$ cat src/rtl/adder_rx_pkg.sv
// Shared parameters and types for the NoC adder receive path.
package adder_rx_pkg;

  // AXI-stream field widths of the NoC slave interface
  localparam int AXIS_MAX_DATAW = 128;
  localparam int AXIS_USERW     = 8;
  localparam int AXIS_DESTW     = 8;
  localparam int AXIS_IDW       = 4;
  localparam int AXIS_STRBW     = AXIS_MAX_DATAW / 8;
  localparam int AXIS_KEEPW     = AXIS_MAX_DATAW / 8;

  // Adder endpoint sizing
  localparam int DATAW      = 128;
  localparam int FIFO_DEPTH = 16;
  localparam int ACCW       = 64;
  localparam int CNTW       = 16;

  // NoC addresses of the transmitter and of this endpoint
  localparam logic [AXIS_USERW-1:0] SRC_ADDR  = 8'h21;
  localparam logic [AXIS_DESTW-1:0] DEST_ADDR = 8'h42;

  // Receiver state: summing beats, or holding a finished packet result
  typedef enum logic {
    ST_ACCUM  = 1'b0,
    ST_RESULT = 1'b1
  } rx_state_e;

endpackage

$ cat src/rtl/adder_rx_fifo.sv
// Synchronous FIFO with async active-high reset; output shows the head entry.
module rx_fifo #(
  parameter int WIDTH = 129,
  parameter int DEPTH = 16
) (
  input  logic             clk,
  input  logic             rst,
  input  logic             push,
  input  logic [WIDTH-1:0] din,
  input  logic             pop,
  output logic [WIDTH-1:0] dout,
  output logic             full,
  output logic             empty
);

  localparam int AW = $clog2(DEPTH);

  logic [WIDTH-1:0] mem_q [DEPTH];
  logic [AW:0]      wr_ptr_q, wr_ptr_d;
  logic [AW:0]      rd_ptr_q, rd_ptr_d;
  logic             push_ok, pop_ok;

  assign full    = (wr_ptr_q[AW] != rd_ptr_q[AW]) && (wr_ptr_q[AW-1:0] == rd_ptr_q[AW-1:0]);
  assign empty   = (wr_ptr_q == rd_ptr_q);
  assign push_ok = push && !full;
  assign pop_ok  = pop && !empty;
  assign dout    = mem_q[rd_ptr_q[AW-1:0]];

  // Advance the wrapping pointers; the extra MSB tells full from empty
  always_comb begin
    wr_ptr_d = push_ok ? wr_ptr_q + (AW+1)'(1) : wr_ptr_q;
    rd_ptr_d = pop_ok  ? rd_ptr_q + (AW+1)'(1) : rd_ptr_q;
  end

  // Pointer registers, cleared asynchronously so the FIFO empties on reset
  always_ff @(posedge clk or posedge rst) begin
    if (rst) begin
      wr_ptr_q <= '0;
      rd_ptr_q <= '0;
    end else begin
      wr_ptr_q <= wr_ptr_d;
      rd_ptr_q <= rd_ptr_d;
    end
  end

  // Storage needs no reset; entries are only read once the pointers cover them
  always_ff @(posedge clk) begin
    if (push_ok) begin
      mem_q[wr_ptr_q[AW-1:0]] <= din;
    end
  end

endmodule

$ cat src/rtl/adder_rx.sv
// AXI-stream endpoint that sums the low 64-bit lane of each packet's beats.
module adder_rx
  import adder_rx_pkg::*;
#(
  parameter int                    P_DATAW      = DATAW,
  parameter int                    P_ACCW       = ACCW,
  parameter int                    P_FIFO_DEPTH = FIFO_DEPTH,
  parameter int                    P_CNTW       = CNTW,
  parameter logic [AXIS_USERW-1:0] EXP_SRC      = SRC_ADDR
) (
  input  logic                      clk,
  input  logic                      rst,
  input  logic                      axis_adder_interface_tvalid,
  output logic                      axis_adder_interface_tready,
  input  logic [AXIS_MAX_DATAW-1:0] axis_adder_interface_tdata,
  input  logic                      axis_adder_interface_tlast,
  input  logic [AXIS_USERW-1:0]     axis_adder_interface_tuser,
  input  logic [AXIS_DESTW-1:0]     axis_adder_interface_tdest,
  input  logic [AXIS_IDW-1:0]       axis_adder_interface_tid,
  input  logic [AXIS_STRBW-1:0]     axis_adder_interface_tstrb,
  input  logic [AXIS_KEEPW-1:0]     axis_adder_interface_tkeep,
  output logic                      result_valid,
  input  logic                      result_ready,
  output logic [P_ACCW-1:0]         result_sum,
  output logic [P_CNTW-1:0]         result_count,
  output logic                      src_err
);

  rx_state_e          state_q, state_d;
  logic [P_ACCW-1:0]  acc_q, acc_d;
  logic [P_CNTW-1:0]  cnt_q, cnt_d;
  logic               result_valid_q, result_valid_d;
  logic [P_ACCW-1:0]  result_sum_q, result_sum_d;
  logic [P_CNTW-1:0]  result_count_q, result_count_d;
  logic               src_err_q, src_err_d;

  logic               push, pop;
  logic               fifo_full, fifo_empty;
  logic [P_DATAW:0]   fifo_dout;
  logic [P_ACCW-1:0]  beat_val, sum_now;
  logic [P_CNTW-1:0]  cnt_inc;
  logic               unused_inputs;

  assign axis_adder_interface_tready = !fifo_full && !rst;
  assign push = axis_adder_interface_tvalid && axis_adder_interface_tready;

  assign unused_inputs = ^{axis_adder_interface_tdest, axis_adder_interface_tid,
                           axis_adder_interface_tstrb, axis_adder_interface_tkeep,
                           axis_adder_interface_tdata, fifo_dout};

  rx_fifo #(
    .WIDTH (P_DATAW + 1),
    .DEPTH (P_FIFO_DEPTH)
  ) u_fifo (
    .clk   (clk),
    .rst   (rst),
    .push  (push),
    .din   ({axis_adder_interface_tlast, axis_adder_interface_tdata[P_DATAW-1:0]}),
    .pop   (pop),
    .dout  (fifo_dout),
    .full  (fifo_full),
    .empty (fifo_empty)
  );

  assign beat_val = P_ACCW'(fifo_dout[63:0]);
  assign sum_now  = acc_q + beat_val;
  assign cnt_inc  = (cnt_q == '1) ? cnt_q : cnt_q + P_CNTW'(1);

  // Next-state logic: drain one beat per cycle while accumulating, park on a result
  always_comb begin
    state_d        = state_q;
    acc_d          = acc_q;
    cnt_d          = cnt_q;
    result_valid_d = result_valid_q;
    result_sum_d   = result_sum_q;
    result_count_d = result_count_q;
    pop            = 1'b0;
    src_err_d      = src_err_q || (push && (axis_adder_interface_tuser != EXP_SRC));
    case (state_q)
      ST_ACCUM: begin
        if (!fifo_empty) begin
          pop = 1'b1;
          if (fifo_dout[P_DATAW]) begin
            result_sum_d   = sum_now;
            result_count_d = cnt_inc;
            result_valid_d = 1'b1;
            acc_d          = '0;
            cnt_d          = '0;
            state_d        = ST_RESULT;
          end else begin
            acc_d = sum_now;
            cnt_d = cnt_inc;
          end
        end
      end
      ST_RESULT: begin
        if (result_ready) begin
          result_valid_d = 1'b0;
          state_d        = ST_ACCUM;
        end
      end
      default: state_d = ST_ACCUM;
    endcase
  end

  // State and registered outputs; reset discards partial sums and pending results
  always_ff @(posedge clk or posedge rst) begin
    if (rst) begin
      state_q        <= ST_ACCUM;
      acc_q          <= '0;
      cnt_q          <= '0;
      result_valid_q <= 1'b0;
      result_sum_q   <= '0;
      result_count_q <= '0;
      src_err_q      <= 1'b0;
    end else begin
      state_q        <= state_d;
      acc_q          <= acc_d;
      cnt_q          <= cnt_d;
      result_valid_q <= result_valid_d;
      result_sum_q   <= result_sum_d;
      result_count_q <= result_count_d;
      src_err_q      <= src_err_d;
    end
  end

  assign result_valid = result_valid_q;
  assign result_sum   = result_sum_q;
  assign result_count = result_count_q;
  assign src_err      = src_err_q;

endmodule

$ cat config.mk
export PLATFORM = sky130hd
export DESIGN_NAME = adder_rx
export DESIGN_NICKNAME = d
export VERILOG_FILES = /design/src/rtl/adder_rx_pkg.sv /design/src/rtl/adder_rx_fifo.sv /design/src/rtl/adder_rx.sv
export SDC_FILE = /design/constraint.sdc
export NUM_CORES = 1
export LEC_CHECK = 0
export ABC_AREA = 1
export BUFFER_PORTS_ARGS = -buffer_cell sky130_fd_sc_hd__clkbuf_2
export CAP_MARGIN = 5
export CORE_MARGIN = 4
export CORE_UTILIZATION = 30
export CTS_BUF_LIST = sky130_fd_sc_hd__clkbuf_8
export DETAILED_ROUTE_END_ITERATION = 10
export SYNTH_ARGS = -nofsm -noshare
export SYNTH_HDL_FRONTEND = slang
export SYNTH_SLANG_ARGS = --single-unit
$ cat constraint.sdc
create_clock -name clk -period 6.8 [get_ports clk]
set_input_delay 0.34 -clock clk [delete_from_list [all_inputs] [get_ports clk]]
set_output_delay 0.34 -clock clk [all_outputs]
set_load 0.02 [all_outputs]
== Yosys cells after proc, flatten, opt, wreduce, memory -nomap -nowiden ==
Memories as Yosys holds them, arrays and structs flattened.
Index checks and enable logic that the tools add are counted.

* Logic and storage cells: 52
* Output and inout bits: 83
* Register bits: 173
* Input port bits: 185
* RAM bits: 2064
* Memories: 1

* Muxes and demuxes: 15
* Add/sub/neg operators: 4
* Bitwise gates (word level): 2
* Eq/ne operators: 8
* Reduce and logical (&&, ||, !) cells: 13

{| class="wikitable"
|+ Memory list
! name !! words !! bits a word !! read ports !! clocked after memory_dff !! write ports !! RTL line !! RTL
|-
| u_fifo.mem_q || 16 || 129 || 1 || 0 || 1 || adder_rx_fifo.sv:18 || <nowiki>logic [WIDTH-1:0] mem_q [DEPTH];</nowiki>
|}

{| class="wikitable"
|+ Operators with widths
! operator !! number
|-
| adder 64 bit || 1
|-
| 2-to-1 mux 64 bit || 1
|-
| 2-to-1 mux 16 bit || 2
|-
| adder 16 x 1 -> 16 bit (second input constant) || 1
|-
| == test 16 bit (second input constant) || 1
|-
| adder 5 x 1 -> 5 bit (second input constant) || 2
|-
| 2-to-1 mux 1 bit || 10
|-
| != test 8 x 6 -> 1 bit (second input constant) || 1
|-
| logical AND 1 bit || 6
|-
| != test 2 bit (second input constant) || 3
|-
| AND reduction 3 bit || 2
|-
| == test 5 bit || 1
|-
| == test 4 bit || 1
|-
| case mux 1 bit (2 select lines) || 2
|-
| logical NOT 1 bit || 3
|-
| NOT 1 bit || 2
|-
| AND reduction 2 bit || 1
|-
| logical OR 1 bit || 1
|-
| != test 1 bit || 1
|}

== Logic depth before layout (Yosys ltp) ==
Gate-level depths: netlist of the first run.

* Word-level depth: 8
* Mapped depth: 25
* Depth with buffers taken out: 20

== Modules after synthesis ==
From an unflattened synthesis of the first run, not the netlist that was laid out.

* Cell total of the unflattened synthesis: 9093
* Area, all modules: 95766.8 µm²

{| class="wikitable"
|+ Modules (own cells, without submodules)
! module !! instances !! area each (µm²) !! sequential area each (µm²) !! cells an instance
|-
| rx_fifo || 1 || 83416.3 || 62229.7 || 7122
|-
| adder_rx || 1 || 12350.6 || 4078.9 || 1971
|}

== Worst setup path before layout of the first run ==
No wires, ideal clock.

* Kind: input to register
* Start point: input rst
* End point: memory u_fifo.mem_q[11][0] (enable)
* Data required time: 6312 ps
* Data arrival time: 7527 ps
* Slack: -1215 ps
* Setup time: 488 ps
* Path buffers: 0
* Stages: 7
* Path through: inv_1 -> nand2_1 -> inv_1 -> nand2_1 -> inv_1 -> nand2_1 -> nor2_1

* Longest elaborated chain between the ends: 6

{| class="wikitable"
|+ Ends and longest elaborated chain
! element !! RTL line !! RTL
|-
| from (decl) || adder_rx.sv:12 || <nowiki>input logic rst,</nowiki>
|-
| logical NOT 1 bit (no source line) || n/a ||
|-
| logical AND 1 bit || adder_rx.sv:44 || <nowiki>assign axis_adder_interface_tready = !fifo_full && !rst;</nowiki>
|-
| named net axis_adder_interface_tready || adder_rx.sv:14 || <nowiki>output logic axis_adder_interface_tready,</nowiki>
|-
| logical AND 1 bit || adder_rx.sv:45 || <nowiki>assign push = axis_adder_interface_tvalid && axis_adder_interface_tready;</nowiki>
|-
| logical AND 1 bit || adder_rx_fifo.sv:25 || <nowiki>assign push_ok = push && !full;</nowiki>
|-
| 2-to-1 mux 1 bit || adder_rx_fifo.sv:48 || <nowiki>if (push_ok) begin</nowiki>
|-
| 2-to-1 mux 1 bit (implied by the code) || adder_rx_fifo.sv:49 || <nowiki>mem_q[wr_ptr_q[AW-1:0]] <= din;</nowiki>
|-
| to (decl) || adder_rx_fifo.sv:18 ||
|}

The timed path passes the listed nets, and every way through them passes these cells.

== Worst setup path in the final report of the first run ==
* Start point: register u_fifo.rd_ptr_q[1]
* End point: register result_sum_q[29] (netlist: result_sum[29])

* Longest elaborated chain between the ends: 3
* Elaborated cells between the ends (all ways): 5
* Classes of those cells: 1 x add/sub; 1 x eq/ne; 1 x bitwise; 1 x reduce/logical; 1 x memory

{| class="wikitable"
|+ Ends and longest elaborated chain
! element !! RTL line !! RTL
|-
| from (decl) || adder_rx_fifo.sv:20 || <nowiki>logic [AW:0] rd_ptr_q, rd_ptr_d;</nowiki>
|-
| from (signal assigned) || adder_rx_fifo.sv:42 || <nowiki>rd_ptr_q <= rd_ptr_d;</nowiki>
|-
| parallel branches: the longest is 3 deep, another holds memory read (16 x 129 bit) || n/a ||
|-
| to (signal assigned) || adder_rx.sv:121 || <nowiki>result_sum_q <= result_sum_d;</nowiki>
|-
| to (decl) || adder_rx.sv:33 || <nowiki>logic [P_ACCW-1:0] result_sum_q, result_sum_d;</nowiki>
|}

Parallel ways; which one is timed is not known.
A chain may end at the register's enable or synchronous reset.

==> results.ini, run 1 <==
[detailed_routing]
wl_per_cell_microns=20.5
first_pass_iters=5
drcViolationCount=0
drtIter0Drc=3484
routed_via_density=4.87
wl_mm=156
dr_total_vias=37100
ant_nets=0

[floorplan]
rows=153
dieWidth_microns=427
die_area_sq_um=182000
die_h_microns=427
start_util_pct=30.3
ioPinCount=268
core-area_sq_um=174000

[timing]
relSlewSlack_pct=25.1
period_share_pct=73.6
hold_viol_final=0
max_freq_mhz=200
tightest_slew_ns=1.12
setup_tns_ns=0
slew_viol_final=0
holdWs_ns=0.214
setup_viol=0
finalCriticalPeriod_ns=5.01
rsz0062_at_grt=false
fin_worst_skew_ns=0.0709

[synthesis]
async_reset_ff_share_pct=14.3
yosysTopAreaCell=edfxtp_1
seq_area_frac_synth_pct=67.5
synth_cells=4900
ys_ff_latch=1213
syn_avg_cell_area_sq_um=10.8
syn_area_sq_um=52700
synth_fp_nets=5155
synth_top_area_share_pct=59.3
yosysWarnings=0
yosysUniqueCellTypes=37
synth_area_leaders=edfxtp_1 59%, dfrtp_1 8.2%, nand2_1 7.8%
synth-edff-count=1040
synthFlopType=edfxtp_1

[worst_setup_path]
slowest_delay_ns=0.84
crit_path_max_fanout=80
start_kind=flip-flop
worst_ep_arrival_time_ns=5.82
crit_path_cell_trace=inv_6 -> buf_4 -> o21ai_0 -> o22ai_1 -> o211ai_1 -> nand3_1 -> ha_1 -> nand2_1 -> nor2_1 -> inv_1 -> nor2_1 -> a21oi_1 -> nand2_1 -> xor2_1 -> nand2_1 -> nand2_1
cpMostUsedCell=nand2_1
crit_type=flip-flop to flip-flop
worst_setup_path_end_kind=flip-flop
cpMaxStageDelayCell=dfrtp_4
crit_required_ns=7.62

[place]
dp_hpwl_mm=90.4
postPlaceCellArea_sq_um=56200
globalplace.congestion=0.935
port_buffers=159

[power_and_ir_drop]
p_leak_nw=23.1
ir_drop_v=0.000311
p_total_mw=29.2
powerDensity_nw_per_um2=482

[cells_and_area]
syn_to_final_growth_pct=14.9
fin_area_sq_um=60600
fill_cells=17400
drive_gt1_share_pct=9.26
fin_nets=5392

[global_routing]
grt_pass1_wl_mm=230
grt_max_degree=205
grt_pass1_vias=35400
grtUsageTotal_pct=16.7
grt_overflow=0
grt_antenna_before_repair=25

[status]
status=finished, final reports clean

[clock_tree]
clock_path_buffers=3
clock-sinks=1213
clk_latency_ns=0.93
cts_buffers=194
clk_pin_slew_ns=0.06
cts-root-buf=clkbuf_8
cts_max_level=4
cts_tree=done

[flow_run]
cap_violations=0

[worst_hold_path]
hold_class=input port to flip-flop

-- cell type report --
type                            instances  area [sq um]  area share [%]
Multi-Input combinational cell       3073         14800            24.4
Tap cell                             2325          2910            4.80
Clock buffer                          204          2810            4.64
Timing Repair Buffer                  283          2220            3.66
Clock inverter                        138           843            1.39
Antenna cell                            8          20.0          0.0331
Sequential cell                      1213         35600            58.7
Inverter                              372          1420            2.35
-- repair_timing --
action	CTS	global route
hold buffers	71	0
resized for setup	0	0
buffers inserted	0	0
endpoints found under the hold margin	1067	0
-- critical path: cells and delay by family (launching register included) --
family | cells | cell delay, ns
xor gates and xnor gates | 1 | 0.42
adders and majority gates | 1 | 0.55
and+or+nand+nor | 7 | 1.54
DFF | 1 | 0.84
AOI/OAI and AO/OA | 4 | 0.56
buffers and inverters | 3 | 0.87
-- logic make-up after synthesis --
logic type	after synthesis	synth area share, %
buffers and inverters	614	4.75
adders and majority gates	70	1.68
xor gates and xnor gates	53	0.881
and+or+nand+nor	2039	15.3
DFF	1213	67.5
AOI/OAI and AO/OA	911	9.88
-- Yosys cell counts (all sizes together) (2+ instances only) --
master and instances:
a21oi 46, buf 95, clkbuf 147, dfrtp 173
edfxtp 1040, ha 69, inv 372, nand2 1094
nand3 230, nand3b 8, nand4 15, nor2 661
nor3 21, nor4 6, o211ai 34, o21ai 573
o221ai 94, o22ai 160, or2 2, xnor2 11
xor2 42
-- cells in the final DEF (no fill, tap or decap), drive strengths merged, types with 94 or more instances in the layout --
cell,instances
inv,439
nor2,661
dfrtp,173
edfxtp,1040
o221ai,94
o22ai,160
nand3,230
o21ai,573
clkbuf,363
nand2,1094
-- sequential cells by signal, summed over array words and instances (netlist names) --
signal,count
result_sum,64
acc_q,64
src_err,1
u_fifo.wr_ptr_q,5
u_fifo.mem_q,1040
state_q,1
cnt_q,16
result_count,16
u_fifo.rd_ptr_q,5
result_valid,1
-- path summary, 6_finish.rpt --
path                                                      from                           to  slack, ns  cells after the start
worst min register to register     result_count[8]$_DFFE_PP0P_  result_count[8]$_DFFE_PP0P_       0.47                      2
min in group asynchronous                                  rst        acc_q[25]$_DFFE_PP0P_       0.23                      4
worst min-delay path                              result_ready            state_q$_DFF_PP0_       0.21                      3
worst max register to register  u_fifo.rd_ptr_q[1]$_DFFE_PP0P_   result_sum[29]$_DFFE_PP0P_       1.79                     16
worst max-delay path            u_fifo.rd_ptr_q[1]$_DFFE_PP0P_   result_sum[29]$_DFFE_PP0P_       1.79                     16
max in group asynchronous                                  rst         acc_q[9]$_DFFE_PP0P_       4.74                      6
-- report_power, final --
group	switching, mW	leakage [nW]	total (mW)	internal [mW]
logic	10.1	9.40	13.9	3.79
clock network	2.91	2.08	5.93	3.02
registers	0.455	11.6	9.32	8.87
total	13.5	23.1	29.2	15.7
-- per-layer routing --
| layer | part of all wire, % | up-vias | wire (microns) | global-route usage, % |
|---|---|---|---|---|
| met5 | 0.031 | - | 48 | 0 |
| met4 | 2.3 | 8 | 3570 | 4.71 |
| met3 | 6.9 | 233 | 10700 | 3.01 |
| met2 | 46 | 1315 | 72300 | 27.0 |
| met1 | 44 | 18000 | 69300 | 23.1 |
| li1 | - | 17500 | - | - |
-- metrics by stage --
step	setup slack, ns	std cells	utilization [%]
final	1.79	7616	34.8
after CTS	1.89	7608	34.8
after global routing	1.53	7613	34.8
after detailed placement	1.95	7195	32.2
after global placement	1.94	7195	32.2
after floorplan	0.673	4900	-
(Power assumes the default switching activity.)
==> inputs of run 2 (changes only) <==
--- a/config.mk
+++ b/config.mk
@@ -5,7 +5,7 @@
 export SDC_FILE = /design/constraint.sdc
 export NUM_CORES = 1
 export LEC_CHECK = 0
-export ABC_AREA = 1
+export ABC_AREA = 0
 export BUFFER_PORTS_ARGS = -buffer_cell sky130_fd_sc_hd__clkbuf_2
 export CAP_MARGIN = 5
 export CORE_MARGIN = 4
==> constraint.sdc (replaced) <==
create_clock -name clk -period 4.7 [get_ports clk]
set_input_delay 0.235 -clock clk [delete_from_list [all_inputs] [get_ports clk]]
set_output_delay 0.235 -clock clk [all_outputs]
set_load 0.02 [all_outputs]
==> results.ini, run 2 <==
[flow_run]
cap_violations=0  ; unchanged

[global_routing]
grt_pass1_vias=28400  ; -20%
grt_pass1_wl_mm=191  ; -17%
grt_max_degree=123  ; -40%
grt_antenna_before_repair=15  ; -40%
grt_overflow=0  ; unchanged
grtUsageTotal_pct=15.2  ; -1.5 points

[floorplan]
die_area_sq_um=171000  ; -6.1%
start_util_pct=30.3  ; about the same
ioPinCount=268  ; unchanged
core-area_sq_um=163000  ; -6.2%
dieWidth_microns=414  ; -3.1%
rows=148  ; -3.3%
die_h_microns=414  ; -3.1%

[cells_and_area]
seqCellArea_sq_um=35600  ; about the same
syn_to_final_growth_pct=22.1
drive_gt1_share_pct=32.4  ; +23 points
final_cell_mix=1,040 x edfxtp_1, 325 x mux4_2, 250 x nand2_1
largest_register_ffs=1040  ; unchanged
final_util_pct=37.0  ; +2.2 points
fin_cells=5612  ; -26%
fill_cells=15100  ; -13%
fin_nets=3524  ; -35%
layout_commonest_cell=edfxtp_1
multi_input_area_sq_um=13800  ; -6.4%

[detailed_routing]
routed_via_density=4.86  ; -0.24%
ant_nets=0  ; unchanged
drtIter0Drc=2618  ; -25%
wl_mm=130  ; -16%
dr_total_vias=27300  ; -26%
drcViolationCount=0  ; unchanged
first_pass_iters=5  ; unchanged
wl_per_cell_microns=23.2  ; +13%

[timing]
max_freq_mhz=214  ; +7.3%
tightest_slew_ns=1.09  ; -0.0271 ns
fin_worst_skew_ns=0.0652  ; -0.00575 ns
finalCriticalPeriod_ns=4.67  ; -0.339 ns
holdWs_ns=0.205  ; -0.00866 ns
period_share_pct=99.3  ; +26 points
setup_tns_ns=0  ; unchanged
slew_viol_final=0  ; unchanged
relSlewSlack_pct=26.8  ; +1.7 points
setup_viol=0  ; unchanged
hold_viol_final=0  ; unchanged
rsz0062_at_grt=true

[worst_setup_path]
crit_required_ns=5.47  ; -2.15 ns
slowest_delay_ns=0.53  ; -0.31 ns
crit_cells=14  ; -2
timing.critical_path.buf_inv=2  ; -1
cpLargestDelayFamily=compound AO/OA/AOI/OAI gates
worst_setup_path_end_kind=flip-flop
crit_path_cell_trace=buf_4 -> mux4_2 -> mux4_2 -> ha_1 -> and2_1 -> a221o_1 -> o211ai_1 -> a311o_1 -> a31oi_1 -> buf_4 -> o21a_1 -> o211a_1 -> o21a_1 -> o41ai_1
start_kind=flip-flop
rrSetupSlack_ns=0.03  ; -1.76 ns
crit_path_max_fanout=7  ; -91%
reg2regPathDepth=14  ; -2
worst_ep_arrival_time_ns=5.43  ; -0.39 ns
crit_type=flip-flop to flip-flop
cpMaxStageDelayCell=mux4_2

[synthesis]
synth_area_leaders=edfxtp_1 63%, mux4_2 15%, dfrtp_1 8.8%
synth_fp_nets=2949  ; -43%
yosysTopAreaCell=edfxtp_1
syn_avg_cell_area_sq_um=18.3  ; +71%
synth_cells=2694  ; -45%
synth-edff-count=1040  ; unchanged
synth_top_area_share_pct=63.2  ; +3.9 points
seq_area_frac_synth_pct=71.9  ; +4.5 points
synthTopCellsByCount=1,040 x edfxtp_1, 325 x mux4_2, 254 x nand2_1
yosys.cell_count.top_type=edfxtp_1
yosysUniqueCellTypes=64  ; +73%
synthFlopType=edfxtp_1
yosysWarnings=0  ; unchanged
ys_ff_latch=1213  ; unchanged
async_reset_ff_share_pct=14.3  ; unchanged
syn_area_sq_um=49400  ; -6.2%

[power_and_ir_drop]
combPwrFrac_pct=48.3  ; +0.6 points
p_sw_mw=16.4  ; +22%
clkPwrFrac_pct=20.4  ; about the same
powerDensity_nw_per_um2=713  ; +48%
p_leak_nw=21.0  ; -9.1%
power_frac_seq_pct=31.4  ; -0.6 points
p_int_mw=26.6  ; +70%
swShare_pct=38.2  ; -8.1 points
ir_drop_v=0.000388  ; +25%

[clock_tree]
clock_path_buffers=3  ; unchanged
cts_buffers=193  ; -0.52%
cts-root-buf=clkbuf_8
clock-sinks=1213  ; unchanged
cts_tree=done
clk_pin_slew_ns=0.06  ; about the same
cts_max_level=4  ; unchanged
clk_latency_ns=0.91  ; -0.02 ns

[place]
globalplace.congestion=0.852  ; -8.9%
port_buffers=159  ; unchanged
placed_cells=5166  ; -28%
dp_hpwl_mm=78.3  ; -13%

[status]
status=finished, final reports clean

[worst_hold_path]
whs_path_depth=5  ; +2
hold_class=input port to flip-flop

[run 2: cell types whose count changed after synthesis, moves of 92 or more]
cell | previous run | this run
inv_1 | 368 | 25
mux4_2 | 0 | 325
nand2_1 | 1092 | 254
nand3_1 | 230 | 19
nor2_1 | 659 | 70
o21ai_0 | 549 | 116
o221ai_1 | 94 | 2
o22ai_1 | 160 | 2
[run 2: metrics by stage]
stage                     power [mW]  instance area [sq um]  setup WS (ns)
final                           43.0                  60400         0.0324
after global routing            45.5                  60400         -0.101
after CTS                       42.7                  59800        0.00544
after detailed placement        33.6                  55200         -0.180
after global placement          33.5                  55200         -0.218
after floorplan                 24.8                  49500         -0.474
[run 2: area by class of cell]
class	instances	area share (%)
well taps	2175	4.51
clock inverters	147	1.49
repair buffers	516	7.22
flip-flops and latches	1213	58.9
multi-input cells	1319	22.9
diodes	8	0.0332
inverters	26	0.168
clock buffers	208	4.74
[run 2: final timing paths]
path,start,endpoint
max,u_fifo.rd_ptr_q[0]$_DFFE_PP0P_,acc_q[59]$_DFFE_PP0P_
min reg2reg,acc_q[63]$_DFFE_PP0P_,acc_q[63]$_DFFE_PP0P_
min,result_ready,result_valid$_DFFE_PP0P_
max reg2reg,u_fifo.rd_ptr_q[0]$_DFFE_PP0P_,acc_q[59]$_DFFE_PP0P_
max in group asynchronous,rst,u_fifo.rd_ptr_q[3]$_DFFE_PP0P_
min in group asynchronous,rst,cnt_q[4]$_DFFE_PP0P_
[run 2: cells by family (layout without fill, tap and decap cells)]
logic type	count (synthesis)	in the layout	share of synthesized area, %
flip-flops	1213	1213	71.9
XOR/XNOR	82	82	1.45
buffers and inverters	162	897	1.28
AND/OR/NAND/NOR	440	440	3.86
adder cells (fa/ha/maj)	70	70	1.79
other	0	8	0
AO/OA/AOI/OAI	398	398	4.79
multiplexers	329	329	14.9
[run 2: power by group through the flow]
stage	combinational (mW)	clock, mW	sequential (mW)
finish	20.8	8.75	13.5
global route	22.4	9.54	13.6
CTS	20.2	9.03	13.5
detailed placement	19.9	0	13.7
global placement	19.8	0	13.7
floorplan	11.1	0	13.7
[run 2: worst reg2reg max path, stage by stage (launching register included)]
cell and delay [ns]:
dfrtp_4 0.50, buf_4 0.23, mux4_2 0.53, mux4_2 0.51
ha_1 0.30, and2_1 0.17, a221o_1 0.42, o211ai_1 0.32
a311o_1 0.27, a31oi_1 0.10, buf_4 0.17, o21a_1 0.22
o211a_1 0.25, o21a_1 0.21, o41ai_1 0.34
[run 2: repair_timing]
item                                   in CTS  in global routing
pin swaps                                   3                  8
hold buffers                               74                  0
endpoints found under the hold margin    1100                  0
gates cloned                                0                  2
setup endpoints to repair                  37                 63
buffers inserted                            1                  6
gates resized for setup                    19                 76
[run 2: routing by layer]
metal	track usage, %	up-vias	wire [microns]	share of wire [%]
li1	-	12100	-	-
met1	20.3	14100	55800	43
met2	24.7	836	62800	48
met3	3.02	195	7600	5.8
met4	5.65	2	4010	3.1
met5	0	-	13	0.010
